## config.mk

```make
export PLATFORM = sky130hd
export DESIGN_NAME = cam_multi
export DESIGN_NICKNAME = d
export VERILOG_FILES = /design/src/rtl/cam_multi_pkg.sv /design/src/rtl/cam_prio_enc.sv /design/src/rtl/cam_multi.sv
export SDC_FILE = /design/constraint.sdc
export NUM_CORES = 1
export LEC_CHECK = 0
export ABC_AREA = 1
export CAP_MARGIN = 25
export CORE_MARGIN = 3
export CORE_UTILIZATION = 56
export DETAILED_ROUTE_END_ITERATION = 12
export GPL_TIMING_DRIVEN = 0
export PLACE_DENSITY = 0.77
export SYNTH_ARGS = -nofsm -noshare
export SYNTH_HDL_FRONTEND = slang
export SYNTH_SLANG_ARGS = --single-unit
```

## constraint.sdc

```tcl
create_clock -name clk -period 3.6 [get_ports clk]
set_clock_uncertainty 0.05 [all_clocks]
set_input_delay 0.72 -clock clk [delete_from_list [all_inputs] [get_ports clk]]
set_output_delay 0.72 -clock clk [all_outputs]
set_load 0.1 [all_outputs]
```

## src/rtl/cam_multi_pkg.sv

```systemverilog
// Shared op-code encoding for the multi-entry CAM and its helpers.
package cam_multi_pkg;

    typedef enum logic [1:0] {
        OP_LOOKUP = 2'b00,
        OP_INSERT = 2'b01,
        OP_DELETE = 2'b10,
        OP_CLEAR  = 2'b11
    } cam_op_e;

endpackage

```

## src/rtl/cam_prio_enc.sv

```systemverilog
// Lowest-set-bit priority encoder: idx is the smallest i with req[i] set, 0 if none.
module cam_prio_enc #(
    parameter  int N = 16,
    localparam int W = $clog2(N)
) (
    input  logic [N-1:0] req,
    output logic [W-1:0] idx,
    output logic         any
);

    // Scan from the top so the lowest set bit is the last one written.
    always_comb begin
        idx = '0;
        any = |req;
        for (int i = N - 1; i >= 0; i--) begin
            if (req[i]) begin
                idx = W'(i);
            end
        end
    end

endmodule

```

## src/rtl/cam_multi.sv

```systemverilog
// Content-addressable tag store with auto-allocation, delete and clear,
// behind a valid/ready command channel and a single registered response stage.
module cam_multi
    import cam_multi_pkg::*;
#(
    parameter  int DATA_W = 8,
    parameter  int DEPTH  = 16,
    localparam int IDX_W  = $clog2(DEPTH)
) (
    input  logic              clk,
    input  logic              rst,
    input  logic              cmd_valid,
    output logic              cmd_ready,
    input  logic [1:0]        cmd_op,
    input  logic [DATA_W-1:0] cmd_data,
    output logic              rsp_valid,
    input  logic              rsp_ready,
    output logic              rsp_hit,
    output logic [IDX_W-1:0]  rsp_idx,
    output logic              rsp_err,
    output logic              full,
    output logic [IDX_W:0]    count
);

    logic [DATA_W-1:0] keys [DEPTH];
    logic [DEPTH-1:0]  valid;
    logic [DEPTH-1:0]  match;
    logic [DEPTH-1:0]  free;
    logic [IDX_W-1:0]  match_idx;
    logic [IDX_W-1:0]  free_idx;
    logic              match_any;
    logic              free_any;
    logic              accept;
    cam_op_e           op;

    logic              nxt_hit;
    logic              nxt_err;
    logic [IDX_W-1:0]  nxt_idx;
    logic [DEPTH-1:0]  nxt_valid;
    logic [IDX_W:0]    nxt_count;
    logic              write_en;

    assign op        = cam_op_e'(cmd_op);
    assign cmd_ready = !rsp_valid || rsp_ready;
    assign accept    = cmd_valid && cmd_ready && !rst;
    assign free      = ~valid;

    always_comb begin
        for (int i = 0; i < DEPTH; i++) begin
            match[i] = valid[i] && (keys[i] == cmd_data);
        end
    end

    cam_prio_enc #(.N(DEPTH)) u_match_enc (
        .req (match),
        .idx (match_idx),
        .any (match_any)
    );

    cam_prio_enc #(.N(DEPTH)) u_free_enc (
        .req (free),
        .idx (free_idx),
        .any (free_any)
    );

    // Response fields and the post-command table state, from pre-update state.
    always_comb begin
        nxt_hit   = 1'b0;
        nxt_err   = 1'b0;
        nxt_idx   = '0;
        nxt_valid = valid;
        nxt_count = count;
        write_en  = 1'b0;
        case (op)
            OP_LOOKUP: begin
                if (match_any) begin
                    nxt_hit = 1'b1;
                    nxt_idx = match_idx;
                end
            end
            OP_INSERT: begin
                if (match_any) begin
                    nxt_hit = 1'b1;
                    nxt_idx = match_idx;
                end else if (!full && free_any) begin
                    write_en            = 1'b1;
                    nxt_idx             = free_idx;
                    nxt_valid[free_idx] = 1'b1;
                    nxt_count           = count + 1'b1;
                end else begin
                    nxt_err = 1'b1;
                end
            end
            OP_DELETE: begin
                if (match_any) begin
                    nxt_hit              = 1'b1;
                    nxt_idx              = match_idx;
                    nxt_valid[match_idx] = 1'b0;
                    nxt_count            = count - 1'b1;
                end else begin
                    nxt_err = 1'b1;
                end
            end
            OP_CLEAR: begin
                nxt_valid = '0;
                nxt_count = '0;
            end
            default: ;
        endcase
    end

    always_ff @(posedge clk) begin
        if (rst) begin
            valid     <= '0;
            count     <= '0;
            full      <= 1'b0;
            rsp_valid <= 1'b0;
            rsp_hit   <= 1'b0;
            rsp_idx   <= '0;
            rsp_err   <= 1'b0;
        end else if (accept) begin
            valid     <= nxt_valid;
            count     <= nxt_count;
            full      <= (nxt_count == (IDX_W + 1)'(DEPTH));
            rsp_valid <= 1'b1;
            rsp_hit   <= nxt_hit;
            rsp_idx   <= nxt_idx;
            rsp_err   <= nxt_err;
        end else if (rsp_ready) begin
            rsp_valid <= 1'b0;
        end
    end

    // Key storage carries no reset; an entry is meaningless until its valid bit is set.
    always_ff @(posedge clk) begin
        if (accept && write_en) begin
            keys[free_idx] <= cmd_data;
        end
    end

endmodule

```

# After elaboration in Yosys (flattened, before gate mapping)

Memories as Yosys holds them, arrays and structs flattened.
Cells that the tools add are included.

Bits in registers: 29
Memory bits (writable): 128
Logic and storage cells: 136
Memories kept: 1

Add/sub/neg operators: 2
$lt $le $gt $ge: 4
Equality and inequality tests: 23
Multiplexer cells: 61
Bitwise logic cells: 4
Reductions and logical operators: 34

Memories:

| memory | words | bits a word | read ports | clocked after Yosys merged registers in | write ports | RTL line        | source |
|---|---|---|---|---|---|---|---|
| keys   | 16    | 8           | 16         | 0                                       | 1           | cam_multi.sv:25 | `logic [DATA_W-1:0] keys [DEPTH];` |

Operators by type and width:

| kind                                                                         | number |
|---|---|
| 4-bit two-way mux                                                            | 35 |
| 8-bit equality test                                                          | 16 |
| 16-bit two-way mux                                                           | 3 |
| 16-bit one-hot mux with 3 select lines                                       | 1 |
| 16-bit inverter                                                              | 2 |
| 16-bit OR reduction                                                          | 2 |
| 1-bit logical AND                                                            | 22 |
| 16-bit bitwise AND                                                           | 1 |
| 16-bit OR                                                                    | 1 |
| 5-bit two-way mux                                                            | 3 |
| 5-bit one-hot mux with 3 select lines                                        | 1 |
| 1-bit two-way mux                                                            | 14 |
| 4-bit by 5-bit less-than comparator with 1-bit output, second input constant | 2 |
| 1-bit demux with 4-bit select                                                | 2 |
| 4-bit by 1-bit >= comparator with 1-bit output, second input constant        | 2 |
| 4-bit one-hot mux with 2 select lines                                        | 1 |
| 2-bit != test, second input constant                                         | 3 |
| 5-bit by 1-bit adder with 5-bit output, second input constant                | 1 |
| 5-bit equality test, second input constant                                   | 1 |
| 5-bit AND reduction                                                          | 1 |
| 5-bit by 1-bit subtractor with 5-bit output, second input constant           | 1 |
| 2-bit equality test, second input constant                                   | 2 |
| 1-bit zero test                                                              | 3 |
| 3-bit nonzero test                                                           | 1 |
| 7 further kinds                                                              | 7 |

# Depth between registers and ports, before layout

Gate-level depths: netlist of run 1.

Depth in word-level cells: 26
Depth in mapped cells: 26

# By module

From an unflattened synthesis of run 1, not the netlist that was laid out.

Cell total of the unflattened synthesis: 817
Area total of the unflattened synthesis: 7926.4 sq um

By module, submodules not included:

| module       | times used | cells each | area each (sq um) |
|---|---|---|---|
| cam_multi    | 1          | 719        | 7508.5 |
| cam_prio_enc | 2          | 49         | 209.0 |

# Worst setup path after synthesis of run 1

Ideal clock, no wire load.

Path type: register to register
Start point: register rsp_valid
End point: memory keys[0][0], enable pin
Library setup time: 0.395 ns
Data arrival time: 3.258 ns
Required time: 3.155 ns
Slack: -0.103 ns
Stages on the path, launching flop included: 6
Path buffers: 0
Cells stage by stage: dfxtp_1 -> nand2_1 -> nand2_1 -> nor2_1 -> nand3_2 -> nor4_1

Cells in the longest elaborated chain, start to end: 7

RTL lines:

| what                                    | RTL line         | source |
|---|---|---|
| start: declaration                      | cam_multi.sv:16  | `output logic rsp_valid,` |
| start signal: assignment                | cam_multi.sv:117 | `rsp_valid <= 1'b0;` |
| start signal: assignment                | cam_multi.sv:125 | `rsp_valid <= 1'b1;` |
| start signal: assignment                | cam_multi.sv:130 | `rsp_valid <= 1'b0;` |
| 1-bit zero test                         | cam_multi.sv:44  | `assign cmd_ready = !rsp_valid \|\| rsp_ready;` |
| 1-bit logical OR                        | cam_multi.sv:44  |  |
| named net cmd_ready                     | cam_multi.sv:13  | `output logic cmd_ready,` |
| 1-bit logical AND (2 in a row)          | cam_multi.sv:45  | `assign accept = cmd_valid && cmd_ready && !rst;` |
| 1-bit logical AND                       | cam_multi.sv:136 | `if (accept && write_en) begin` |
| 1-bit two-way mux                       | cam_multi.sv:136 |  |
| 1-bit two-way mux (not written as such) | cam_multi.sv:137 | `keys[free_idx] <= cmd_data;` |
| end: declaration                        | cam_multi.sv:25  |  |

The timed path passes the listed nets, and every way through them passes these cells.

# Worst setup path after layout of run 1

Start point: input port cmd_data[5]
End point: memory keys[5][3], enable pin

Cells in the longest elaborated chain, start to end: 8

RTL lines:

| what                                      | RTL line           | source |
|---|---|---|
| start: declaration                        | cam_multi.sv:15    | `input logic [DATA_W-1:0] cmd_data,` |
| 8-bit equality test                       | cam_multi.sv:50    | `match[i] = valid[i] && (keys[i] == cmd_data);` |
| 1-bit logical AND                         | cam_multi.sv:50    |  |
| 16-bit OR reduction *                     | cam_prio_enc.sv:14 | `any = \|req;` |
| 1-bit two-way mux *                       | cam_multi.sv:82    | `if (match_any) begin` |
| 1-bit two-way mux *                       | cam_multi.sv:74    | `case (op)` |
| 1-bit logical AND *                       | cam_multi.sv:136   |  |
| 1-bit two-way mux *                       | cam_multi.sv:136   |  |
| 1-bit two-way mux (not written as such) * | cam_multi.sv:137   |  |

Every way passes the cells marked *; elsewhere a longest branch is shown, timed or not.

==> flow_summary.json, run 1 <==
{
  "met2_length_um": 10900,
  "wl_per_cell_um": 18.9,
  "clkTransAtPathRegs_ns": 0.06,
  "post_drt_via_cell_ratio": 5.85,
  "min_from": "rsp_err",
  "globalplace.congestion": 0.946,
  "fillers": 1147,
  "synthCells": 993,
  "synth_top_area_share_pct": 44.7,
  "hold_class": "flip-flop to flip-flop",
  "cp_max_fo": 18,
  "synth_seq_cells": 157,
  "power.clock.fraction_pct": 43.8,
  "design.die.area_mm2": 0.0169,
  "nets": 1063,
  "synthesis.yosys.warnings": 0,
  "critical_path_arrival_ns": 3.53,
  "period_needed_ns": 3.47,
  "detail_route.drc_violations": 0,
  "grt_antenna_before_repair": 0,
  "grt_max_degree": 21,
  "seq_area_mm2": 0.00442,
  "rr_startpoint": "keys[1][5]",
  "highest-signal-layer": "met4",
  "r2r_slack_ns": 0.46,
  "ys_seq_area_share_pct": 51.5,
  "initial_core_util_pct": 58.3,
  "final-setup-viol-count": 0,
  "ir_worst_vdd_mv": 0.339,
  "met3_length_um": 2290,
  "yosysTopAreaCell": "edfxtp_1",
  "setup_total_negative_slack_ns": 0,
  "post-place-ws_ns": -1.80,
  "syn2layout_area_growth_pct": 14.6,
  "number_of_global_route_vias_before_repair": 6677,
  "whs_path_depth": 2,
  "synth_edf_count": 128,
  "timing.fmax_mhz": 288,
  "postRouteAntennaNets": 0,
  "start_kind": "primary input",
  "timing_worst_setup_path_type": "primary input to flip-flop",
  "max-cap-violations": 0,
  "cts_htree_levels": 4,
  "global_route_wire_length_before_repair_um": 36000,
  "multi_input_comb_area_mm2": 0.00358,
  "tritonroute_pass_1_iters": 6,
  "final-max-slew-violation-count": 0,
  "boundaryPins": 28,
  "first_iter_violations": 786,
  "netlist_top_cells_count": "217 x nand2_1, 128 x edfxtp_1, 118 x inv_1, 111 x nor2_1, 79 x nand3_1",
  "post-route-period-util_pct": 96.5,
  "ctsLongestPathBuffers": 2,
  "cts_sinks": 157,
  "power_density_cells_mw_per_mm2": 436,
  "clk-insertion-delay-late_ns": 0.43,
  "regToRegEndpoint": "keys[5][3]",
  "power.switching_fraction_pct": 25.5,
  "row_count": 44,
  "die_height_um": 130,
  "async_reset_ff_share_pct": 0,
  "timing.final.hold_violations": 0,
  "dpl-instance-area_mm2": 0.00911,
  "yosys.cell_types.count": 50,
  "outcome": "finished, final reports clean",
  "fraction_of_power_consumed_by_combinational_cells_pct": 9.6,
  "floorplan.core_area_mm2": 0.0148,
  "synth.most_common_cell": "nand2_1",
  "ys_top_cells_by_area": "edfxtp_1 45%, nand2_1 9.5%, dfxtp_1 6.8%",
  "dpl.hpwl_um": 16100,
  "port_buffers": 27,
  "cts_root_buf": "clkbuf_16",
  "p_leak_nw": 3.90,
  "floorplan.die.width_um": 130,
  "tritoncts_clock_tree": "yes",
  "final_routed_wirelength_across_all_metal_layers_um": 23500,
  "post_route_worst_setup_slack_ns": 0.125,
  "final_layout_size_suffix_gt1_share_pct": 11.3,
  "worst_pin_slew_ns": 1.01,
  "timing.reg2reg.worst_path_depth": 13,
  "max_slew_margin_vs_limit_pct": 32.6,
  "power.sequential.fraction_pct": 46.6,
  "cts-buffers-inserted": 17,
  "met1Wirelength_um": 9630,
  "total_internal_power_mw": 3.20,
  "globalRouteTotalUtil_pct": 28.7,
  "syn_area_mm2": 0.00860,
  "n_antenna_cell": 0,
  "cp-end-kind": "flip-flop",
  "worst_hold_path.endpoint": "rsp_err",
  "post-layout-total-power_mw": 4.30,
  "num_vias": 7245,
  "number_of_buffers_inserted_for_hold_repair_after_clock_tree_synthesis": 0,
  "crit_required_ns": 3.66,
  "rsz0062_at_grt": "no",
  "net_count_of_the_mapped_netlist": 1014,
  "final_area_mm2": 0.00986,
  "avgSynthCellArea_um2": 8.66,
  "globalRouteOverflowTotal": 0,
  "switchingPower_mw": 1.09,
  "dominantRegCellSynth": "edfxtp_1"
}
power by group through the flow:
| stage | clock, mW | sequential (mW) | combinational [mW] |
|---|---|---|---|
| CTS | 1.87 | 2.00 | 0.406 |
| global route | 1.96 | 2.01 | 0.449 |
| floorplan | 0 | 2.07 | 0.229 |
| global placement | 0 | 2.04 | 0.396 |
| finish | 1.88 | 2.01 | 0.413 |
| detailed placement | 0 | 2.04 | 0.403 |
final cells by class:
class | instances | share of cell area, %
inverter | 128 | 5.00
multi-input combinational | 677 | 36.4
tap | 184 | 2.34
timing repair buffer | 30 | 2.89
clock inverter | 15 | 1.88
clock buffer | 17 | 4.32
buffer | 31 | 2.34
sequential | 157 | 44.9
critical path, stage by stage:
cell and delay [ns]:
buf_4 0.27, inv_4 0.13, clkbuf_4 0.26, o21ai_1 0.18
a21oi_1 0.07, nand3_1 0.17, nor2_1 0.06, nor2_1 0.18
nand2_2 0.13, nor2_8 0.20, nand2_4 0.11, buf_4 0.19
nor2_2 0.16, nand3_4 0.19, buf_6 0.26, nor2_4 0.25
per-stage QoR:
| step | hold WS (ns) | util (%) | std cells |
|---|---|---|---|
| 4_1_cts | 0.418 | 66.5 | 1238 |
| 3_5_place_dp | 0.408 | 61.8 | 1205 |
| 6_report | 0.417 | 66.8 | 1239 |
| 2_1_floorplan | 0.432 | - | 993 |
| 5_1_grt | 0.435 | 66.8 | 1239 |
| 3_3_place_gp | 0.405 | 61.7 | 1204 |
registers in the layout, summed over array words and instances (netlist names):
signal and cells:
rsp_valid 1, full 1, valid 16, rsp_err 1, rsp_hit 1, keys 128
rsp_idx 4, count 5
how the worst max path moves through the flow:
stage	slack, ns	cells past startpoint	end	start
6_report	0.13	16	keys[5][3]	cmd_data[5]
5_1_grt	0.01	16	keys[6][2]	cmd_data[5]
4_1_cts	0.03	16	keys[5][7]	cmd_data[3]
3_5_place_dp	-1.80	17	keys[15][0]	cmd_data[5]
3_3_place_gp	-2.17	16	keys[0][1]	cmd_data[5]
2_1_floorplan	0.05	14	keys[0][0]	cmd_data[7]
per-layer routing:
metal,global-route usage (%),vias up
met3,5.12,58
met4,11.0,0
met1,39.7,3379
li1,-,3428
met2,45.6,380
met5,0,-
layout by cell type (no fill, tap or decap), types with 12 or more instances in the layout:
cell type,instances
xnor2_1,25
o21ai_1,18
inv_1,118
nor2_1,96
nor2_4,13
buf_4,17
dfxtp_1,29
nor4_1,13
clkbuf_16,17
nand4_1,23
xor2_1,23
a21oi_1,55
edfxtp_1,128
nor3_1,12
clkdlybuf4s50_1,19
nand2_1,216
o21ai_0,24
nand3_1,78
logic make-up after synthesis:
group | after synthesis | share of synthesized area (%)
compound gates | 128 | 8.50
xor+xnor | 48 | 4.89
fa+ha+maj | 7 | 1.02
buf+inv | 159 | 8.25
flops | 157 | 51.5
simple gates | 494 | 25.9
timing repair:
item / 4_1_cts / 5_1_grt
gates resized for setup: 75 / 7
buffers inserted: 1 / 1
setup endpoints to repair: 156 / 128
hold endpoints to repair: 0 / 0
pin swaps: 1 / 6
(Power assumes the default switching activity.)
==> run 2, diff against run 1 <==
--- a/config.mk
+++ b/config.mk
@@ -7,11 +7,13 @@
 export LEC_CHECK = 0
 export ABC_AREA = 1
 export CAP_MARGIN = 25
+export CELL_PAD_IN_SITES_DETAIL_PLACEMENT = 0
+export CELL_PAD_IN_SITES_GLOBAL_PLACEMENT = 2
 export CORE_MARGIN = 3
-export CORE_UTILIZATION = 56
+export CORE_UTILIZATION = 35
 export DETAILED_ROUTE_END_ITERATION = 12
 export GPL_TIMING_DRIVEN = 0
-export PLACE_DENSITY = 0.77
+export PLACE_DENSITY = 0.76
 export SYNTH_ARGS = -nofsm -noshare
 export SYNTH_HDL_FRONTEND = slang
 export SYNTH_SLANG_ARGS = --single-unit
==> run 2 against run 1 <==
Worst hold slack better by 0.0067 ns; highest routed layer unchanged; maximum frequency down 1.4%; largest power group unchanged; flip-flop and latch count unchanged; register-to-register slack about the same; clock power down 4%; utilization down 24 points.
==> flow_summary.json, run 2 (synthesis gave the netlist of run 1 again) <==
{
  "outcome": "finished, final reports clean",
  "timing_worst_setup_path_type": "primary input to flip-flop",
  "fin_hold_ws_ns": 0.424,
  "dp_cells": 1341,
  "cts_root_buf": "clkbuf_16",
  "detail_route.drc_violations": 0,
  "post-place-ws_ns": -2.05,
  "period_needed_ns": 3.52,
  "clk-insertion-delay-late_ns": 0.43,
  "rr_startpoint": "valid[14]",
  "cts-buffers-inserted": 17,
  "final_layout_size_suffix_gt1_share_pct": 12.6,
  "min_from": "rsp_hit",
  "critical_path_arrival_ns": 3.78,
  "post-route-period-util_pct": 97.8,
  "cp_top_family": "simple AND/OR/NAND/NOR gates",
  "syn2layout_area_growth_pct": 18.5,
  "hold_class": "flip-flop to flip-flop",
  "power_density_cells_mw_per_mm2": 416,
  "globalRouteTotalUtil_pct": 20.4,
  "cp_max_fo": 18,
  "top_register": "keys",
  "p_leak_nw": 3.96,
  "first_iter_violations": 395,
  "path_cells": "buf_4 > inv_4 > clkbuf_4 > nor2_1 > nor4_1 > nand3_1 > nand2_1 > nand2_1 > nand2_1 > nand2_1 > nand2_1 > nand2_1 > nand2_1 > nand2_1 > nand2_1 > nand2_1 > nand2_1 > o21ai_0 > nand2_1 > a21oi_1",
  "grt_max_degree": 21,
  "floorplan.die.width_um": 163,
  "design.die.area_mm2": 0.0265,
  "setup_total_negative_slack_ns": 0,
  "globalplace.congestion": 0.808,
  "largest_reg_flops": 128,
  "ctsLongestPathBuffers": 2,
  "number_of_global_route_vias_before_repair": 6752,
  "non_filler_instances": 1386,
  "final_routed_wirelength_across_all_metal_layers_um": 26400,
  "globalRouteOverflowTotal": 0,
  "cts_sinks": 157,
  "number_of_buffers_inserted_for_hold_repair_after_clock_tree_synthesis": 0,
  "timing.fmax_mhz": 284,
  "timing.critical_path.buf_inv": 3,
  "boundaryPins": 28,
  "post_drt_via_cell_ratio": 4.95,
  "power.switching_fraction_pct": 26.7,
  "fraction_of_power_consumed_by_combinational_cells_pct": 10.1,
  "ir_worst_vdd_mv": 0.288,
  "global_route_wire_length_before_repair_um": 40200,
  "worst_pin_slew_ns": 0.984,
  "switchingPower_mw": 1.13,
  "power.clock.fraction_pct": 42.7,
  "die_height_um": 163,
  "timing.critical_path.slowest_cell_delay_ns": 0.47,
  "initial_core_util_pct": 36.1,
  "final-max-slew-violation-count": 0,
  "max-cap-violations": 0,
  "critical-path-slowest-cell": "nor4_1",
  "total_internal_power_mw": 3.11,
  "biggestRegsByFlops": "keys x128, valid x16, count x5",
  "port_buffers": 27,
  "crit_top_cell": "nand2_1",
  "num_vias": 6861,
  "n_antenna_cell": 0,
  "crit_required_ns": 3.85,
  "dpl.hpwl_um": 18700,
  "clkTransAtPathRegs_ns": 0.07,
  "grt_antenna_before_repair": 0,
  "row_count": 56,
  "power.sequential.fraction_pct": 47.3,
  "floorplan.core_area_mm2": 0.0238,
  "post_route_worst_setup_slack_ns": 0.0775,
  "wl_per_cell_um": 19.1,
  "max_slew_margin_vs_limit_pct": 34.2,
  "final_cell_mix": "216 x nand2_1, 128 x edfxtp_1, 118 x inv_1",
  "cp-startpoint": "cmd_data[5]",
  "tritoncts_clock_tree": "yes",
  "final-setup-viol-count": 0,
  "tritonroute_pass_1_iters": 5,
  "timing.final.hold_violations": 0,
  "leading_cell_type_in_the_layout_fill_and_taps_excluded": "nand2_1",
  "cp-end-kind": "flip-flop",
  "rsz0062_at_grt": "no",
  "nets": 1075,
  "cts_htree_levels": 4,
  "start_kind": "primary input",
  "postRouteAntennaNets": 0
}
## run 2: worst reg2reg max path: stages, from the launching register on
cell and delay [ns]:
dfxtp_1 0.38, inv_1 0.13, o21ai_0 0.17, a21oi_1 0.09, o21ai_0 0.20, a21oi_1 0.11, o21ai_0 0.15, nand2_1 0.07
nand2_1 0.07, nand2_1 0.07, a21oi_1 0.38, inv_1 0.14, nor2_1 0.30, nand2_1 0.19, nor2_4 0.32
## run 2: cell type report
type	count	area [um^2]
fillers	2393	13600
flip-flops and latches	157	4420
multi-input cells	677	3600
inverters	128	495
clock buffers	19	453
repair buffers	42	449
well taps	319	399
plain buffers	31	234
clock inverters	13	129
## run 2: per-layer routing
| metal | GRT usage (%) | wire length [um] | vias up |
|---|---|---|---|
| li1 | - | - | 3458 |
| met1 | 29.0 | 12800 | 3210 |
| met4 | 6.54 | 528 | 0 |
| met5 | 0 | 0 | - |
| met3 | 3.26 | 1090 | 33 |
| met2 | 32.1 | 12000 | 160 |
## run 2: power groups by stage
stage | combinational, mW | clock [mW] | sequential (mW)
2_1_floorplan | 0.229 | 0 | 2.07
3_3_place_gp | 0.423 | 0 | 2.05
3_5_place_dp | 0.423 | 0 | 2.05
4_1_cts | 0.426 | 1.85 | 2.00
5_1_grt | 0.468 | 1.93 | 2.01
6_report | 0.428 | 1.81 | 2.00
## run 2: final timing paths
kind	endpoint	depth (start not counted)	slack, ns
setup / recovery	rsp_idx[0]	20	0.08
hold / removal	rsp_hit	2	0.42
setup reg to reg	keys[1][3]	14	0.45
hold reg to reg	rsp_hit	2	0.42
## run 2: what timing repair did
item / CTS / global route
resized for setup: 78 / 11
pin swaps: 6 / 8
gates cloned: 0 / 0
endpoints found under the setup margin: 156 / 133
setup buffers: 5 / 8
## run 2: through the flow
stage	total power, mW	area [um^2]	util, %
4_1_cts	4.28	10100	42.2
2_1_floorplan	2.30	8600	-
3_5_place_dp	2.47	9300	39.0
6_report	4.24	10200	42.8
5_1_grt	4.41	10200	42.8
3_3_place_gp	2.47	9270	38.9
==> run 3, diff against run 2 <==
--- a/config.mk
+++ b/config.mk
@@ -6,7 +6,7 @@
 export NUM_CORES = 1
 export LEC_CHECK = 0
 export ABC_AREA = 1
-export CAP_MARGIN = 25
+export CAP_MARGIN = 40
 export CELL_PAD_IN_SITES_DETAIL_PLACEMENT = 0
 export CELL_PAD_IN_SITES_GLOBAL_PLACEMENT = 2
 export CORE_MARGIN = 3
==> run 3 against run 2 <==
Flip-flop and latch count unchanged; register-to-register slack better by 0.06 ns; routed wire length is 0.38% higher; sequential share of layout area shrank 1.1 points; critical path type unchanged; critical endpoint is now keys[12][4].
==> flow_summary.json, run 3 (synthesis gave the netlist of run 1 again) <==
{
  "nets": 1092,
  "clkTransAtPathRegs_ns": 0.07,
  "tritoncts_clock_tree": "yes",
  "timing.reg2reg.worst_path_depth": 14,
  "grt_max_degree": 24,
  "grt_util_met3_pct": 3.13,
  "critical-path-slowest-cell": "dlygate4sd2_1",
  "crit_top_cell": "buf_6",
  "p_leak_nw": 4.13,
  "total_internal_power_mw": 3.11,
  "port_buffers": 27,
  "clk-insertion-delay-late_ns": 0.44,
  "max-cap-violations": 0,
  "dpl-instance-area_mm2": 0.00962,
  "final_area_mm2": 0.0105,
  "path_cells": "dlygate4sd2_1 > buf_6 > buf_6 > xnor2_1 > o2111ai_1 > nor2_1 > nor2_2 > nand2_2 > nor2_4 > nand2_4 > buf_4 > nor2_2 > nand3_4 > buf_12 > nor2_1 > buf_6",
  "tritonroute_pass_1_iters": 5,
  "worst_hold_path.endpoint": "rsp_err",
  "power.sequential.fraction_pct": 46.9,
  "start_kind": "primary input",
  "grt_antenna_before_repair": 0,
  "row_count": 56,
  "n_antenna_cell": 0,
  "num_vias": 6969,
  "ir_worst_vdd_mv": 0.264,
  "seq_area_mm2": 0.00442,
  "boundaryPins": 28,
  "cts_root_buf": "clkbuf_16",
  "cts_htree_levels": 4,
  "syn2layout_area_growth_pct": 21.5,
  "global_route_wire_length_before_repair_um": 40500,
  "wl_per_cell_um": 18.9,
  "globalplace.congestion": 0.808,
  "globalRouteTotalUtil_pct": 20.6,
  "whs_path_depth": 2,
  "largest_reg_flops": 128,
  "timing.critical_path.slowest_cell_delay_ns": 0.36,
  "ctsLongestPathBuffers": 2,
  "setup_total_negative_slack_ns": 0,
  "final-max-slew-violation-count": 0,
  "number_of_global_route_vias_before_repair": 6790,
  "globalRouteMet2Util_pct": 32.2,
  "first_iter_violations": 483,
  "power.switching_fraction_pct": 27.2,
  "final_layout_size_suffix_gt1_share_pct": 13.8,
  "switchingPower_mw": 1.16,
  "critical_path_arrival_ns": 3.49,
  "dpl.hpwl_um": 19200,
  "power.clock.fraction_pct": 42.3,
  "final_cell_mix": "214 x nand2_1, 128 x edfxtp_1, 118 x inv_1",
  "worst_pin_slew_ns": 0.792,
  "timing.final.hold_violations": 0,
  "final-setup-viol-count": 0,
  "min_from": "rsp_err",
  "gr-max-usage-layer": "met2",
  "crit_required_ns": 3.70,
  "initial_core_util_pct": 36.1,
  "timing_worst_setup_path_type": "primary input to flip-flop",
  "die_height_um": 163,
  "cts_sinks": 157,
  "fillers": 2395,
  "post-route-period-util_pct": 94.3,
  "period_needed_ns": 3.39,
  "final_routed_wirelength_across_all_metal_layers_um": 26500,
  "r2r_slack_ns": 0.51,
  "design.die.area_mm2": 0.0265,
  "outcome": "finished, final reports clean",
  "multi_input_comb_area_mm2": 0.00360,
  "hold_class": "flip-flop to flip-flop",
  "postRouteAntennaNets": 0,
  "cp_top_family": "buffers and inverters",
  "globalRouteOverflowTotal": 0,
  "rr_startpoint": "valid[14]",
  "top_register": "keys",
  "power_density_cells_mw_per_mm2": 409,
  "max_slew_margin_vs_limit_pct": 47.2,
  "regToRegEndpoint": "keys[1][3]",
  "post_drt_via_cell_ratio": 4.97,
  "floorplan.die.width_um": 163,
  "timing.fmax_mhz": 295,
  "timing.critical_path.buf_inv": 6,
  "cp-end-kind": "flip-flop",
  "fraction_of_power_consumed_by_combinational_cells_pct": 10.8,
  "grt.met1_usage_pct": 29.6,
  "biggestRegsByFlops": "keys x128, valid x16, count x5",
  "cts-buffers-inserted": 17,
  "detail_route.drc_violations": 0,
  "floorplan.core_area_mm2": 0.0238,
  "fin_util_pct": 43.9,
  "cp_max_fo": 10,
  "leading_cell_type_in_the_layout_fill_and_taps_excluded": "nand2_1",
  "cp-startpoint": "cmd_data[6]"
}
==> run 3: worst max-delay path by stage <==
stage,endpoint,slack [ns],depth (start not counted)
4_1_cts,valid[5],0.04,17
3_3_place_gp,keys[0][6],-2.46,13
2_1_floorplan,keys[0][0],0.05,14
3_5_place_dp,keys[8][4],-1.70,15
5_1_grt,keys[12][0],-0.004,18
6_report,keys[12][4],0.21,16
==> run 3: stage by stage <==
stage / setup slack, ns / power [mW] / hold WS [ns] / instances
after floorplan: 0.0476 / 2.30 / 0.432 / 993
after global placement: -2.46 / 2.47 / 0.410 / 1339
after detailed placement: -1.70 / 2.50 / 0.410 / 1364
after CTS: 0.0400 / 4.31 / 0.419 / 1402
after global routing: -0.00407 / 4.44 / 0.437 / 1403
final: 0.206 / 4.27 / 0.415 / 1403
==> run 3: final cells by class <==
cell class | instances | share of cell area (%)
Inverter | 128 | 4.77
Tap cell | 319 | 3.82
Timing Repair Buffer | 61 | 6.93
Sequential cell | 157 | 42.3
Multi-Input combinational cell | 677 | 34.4
Clock inverter | 15 | 1.45
Buffer | 29 | 2.18
Clock buffer | 17 | 4.07
==> run 3: power by group through the flow <==
stage	clock network, mW	logic (mW)	registers, mW
floorplan	0	0.229	2.07
global placement	0	0.423	2.05
detailed placement	0	0.455	2.04
CTS	1.84	0.465	2.00
global route	1.92	0.505	2.01
finish	1.81	0.463	2.00
==> run 3: what timing repair did <==
item                                    4_1_cts  5_1_grt
endpoints found under the setup margin      154      141
pin swaps                                     5        1
hold buffers                                  0        0
buffers inserted                              6        1
resized for setup                            60       21
cloned                                        2        0
==> run 3: worst register-to-register path, cell delays in order (launching register included) <==
cell and delay (ns):
dfxtp_1 0.38, inv_1 0.14, o21ai_0 0.19, a21oi_1 0.08, o21ai_0 0.20, a21oi_1 0.11, o21ai_0 0.16, nand2_1 0.07
nand2_1 0.06, nand2_1 0.06, a21oi_1 0.35, inv_1 0.14, nor2_1 0.29, nand2_1 0.17, nor2_4 0.30
==> run 3: metal layers <==
layer  wire [um]  vias to the layer above
li1            -                     3488
met1       12800                     3294
met2       12100                      159
met3        1200                       28
met4         471                        0
met5           0                        -
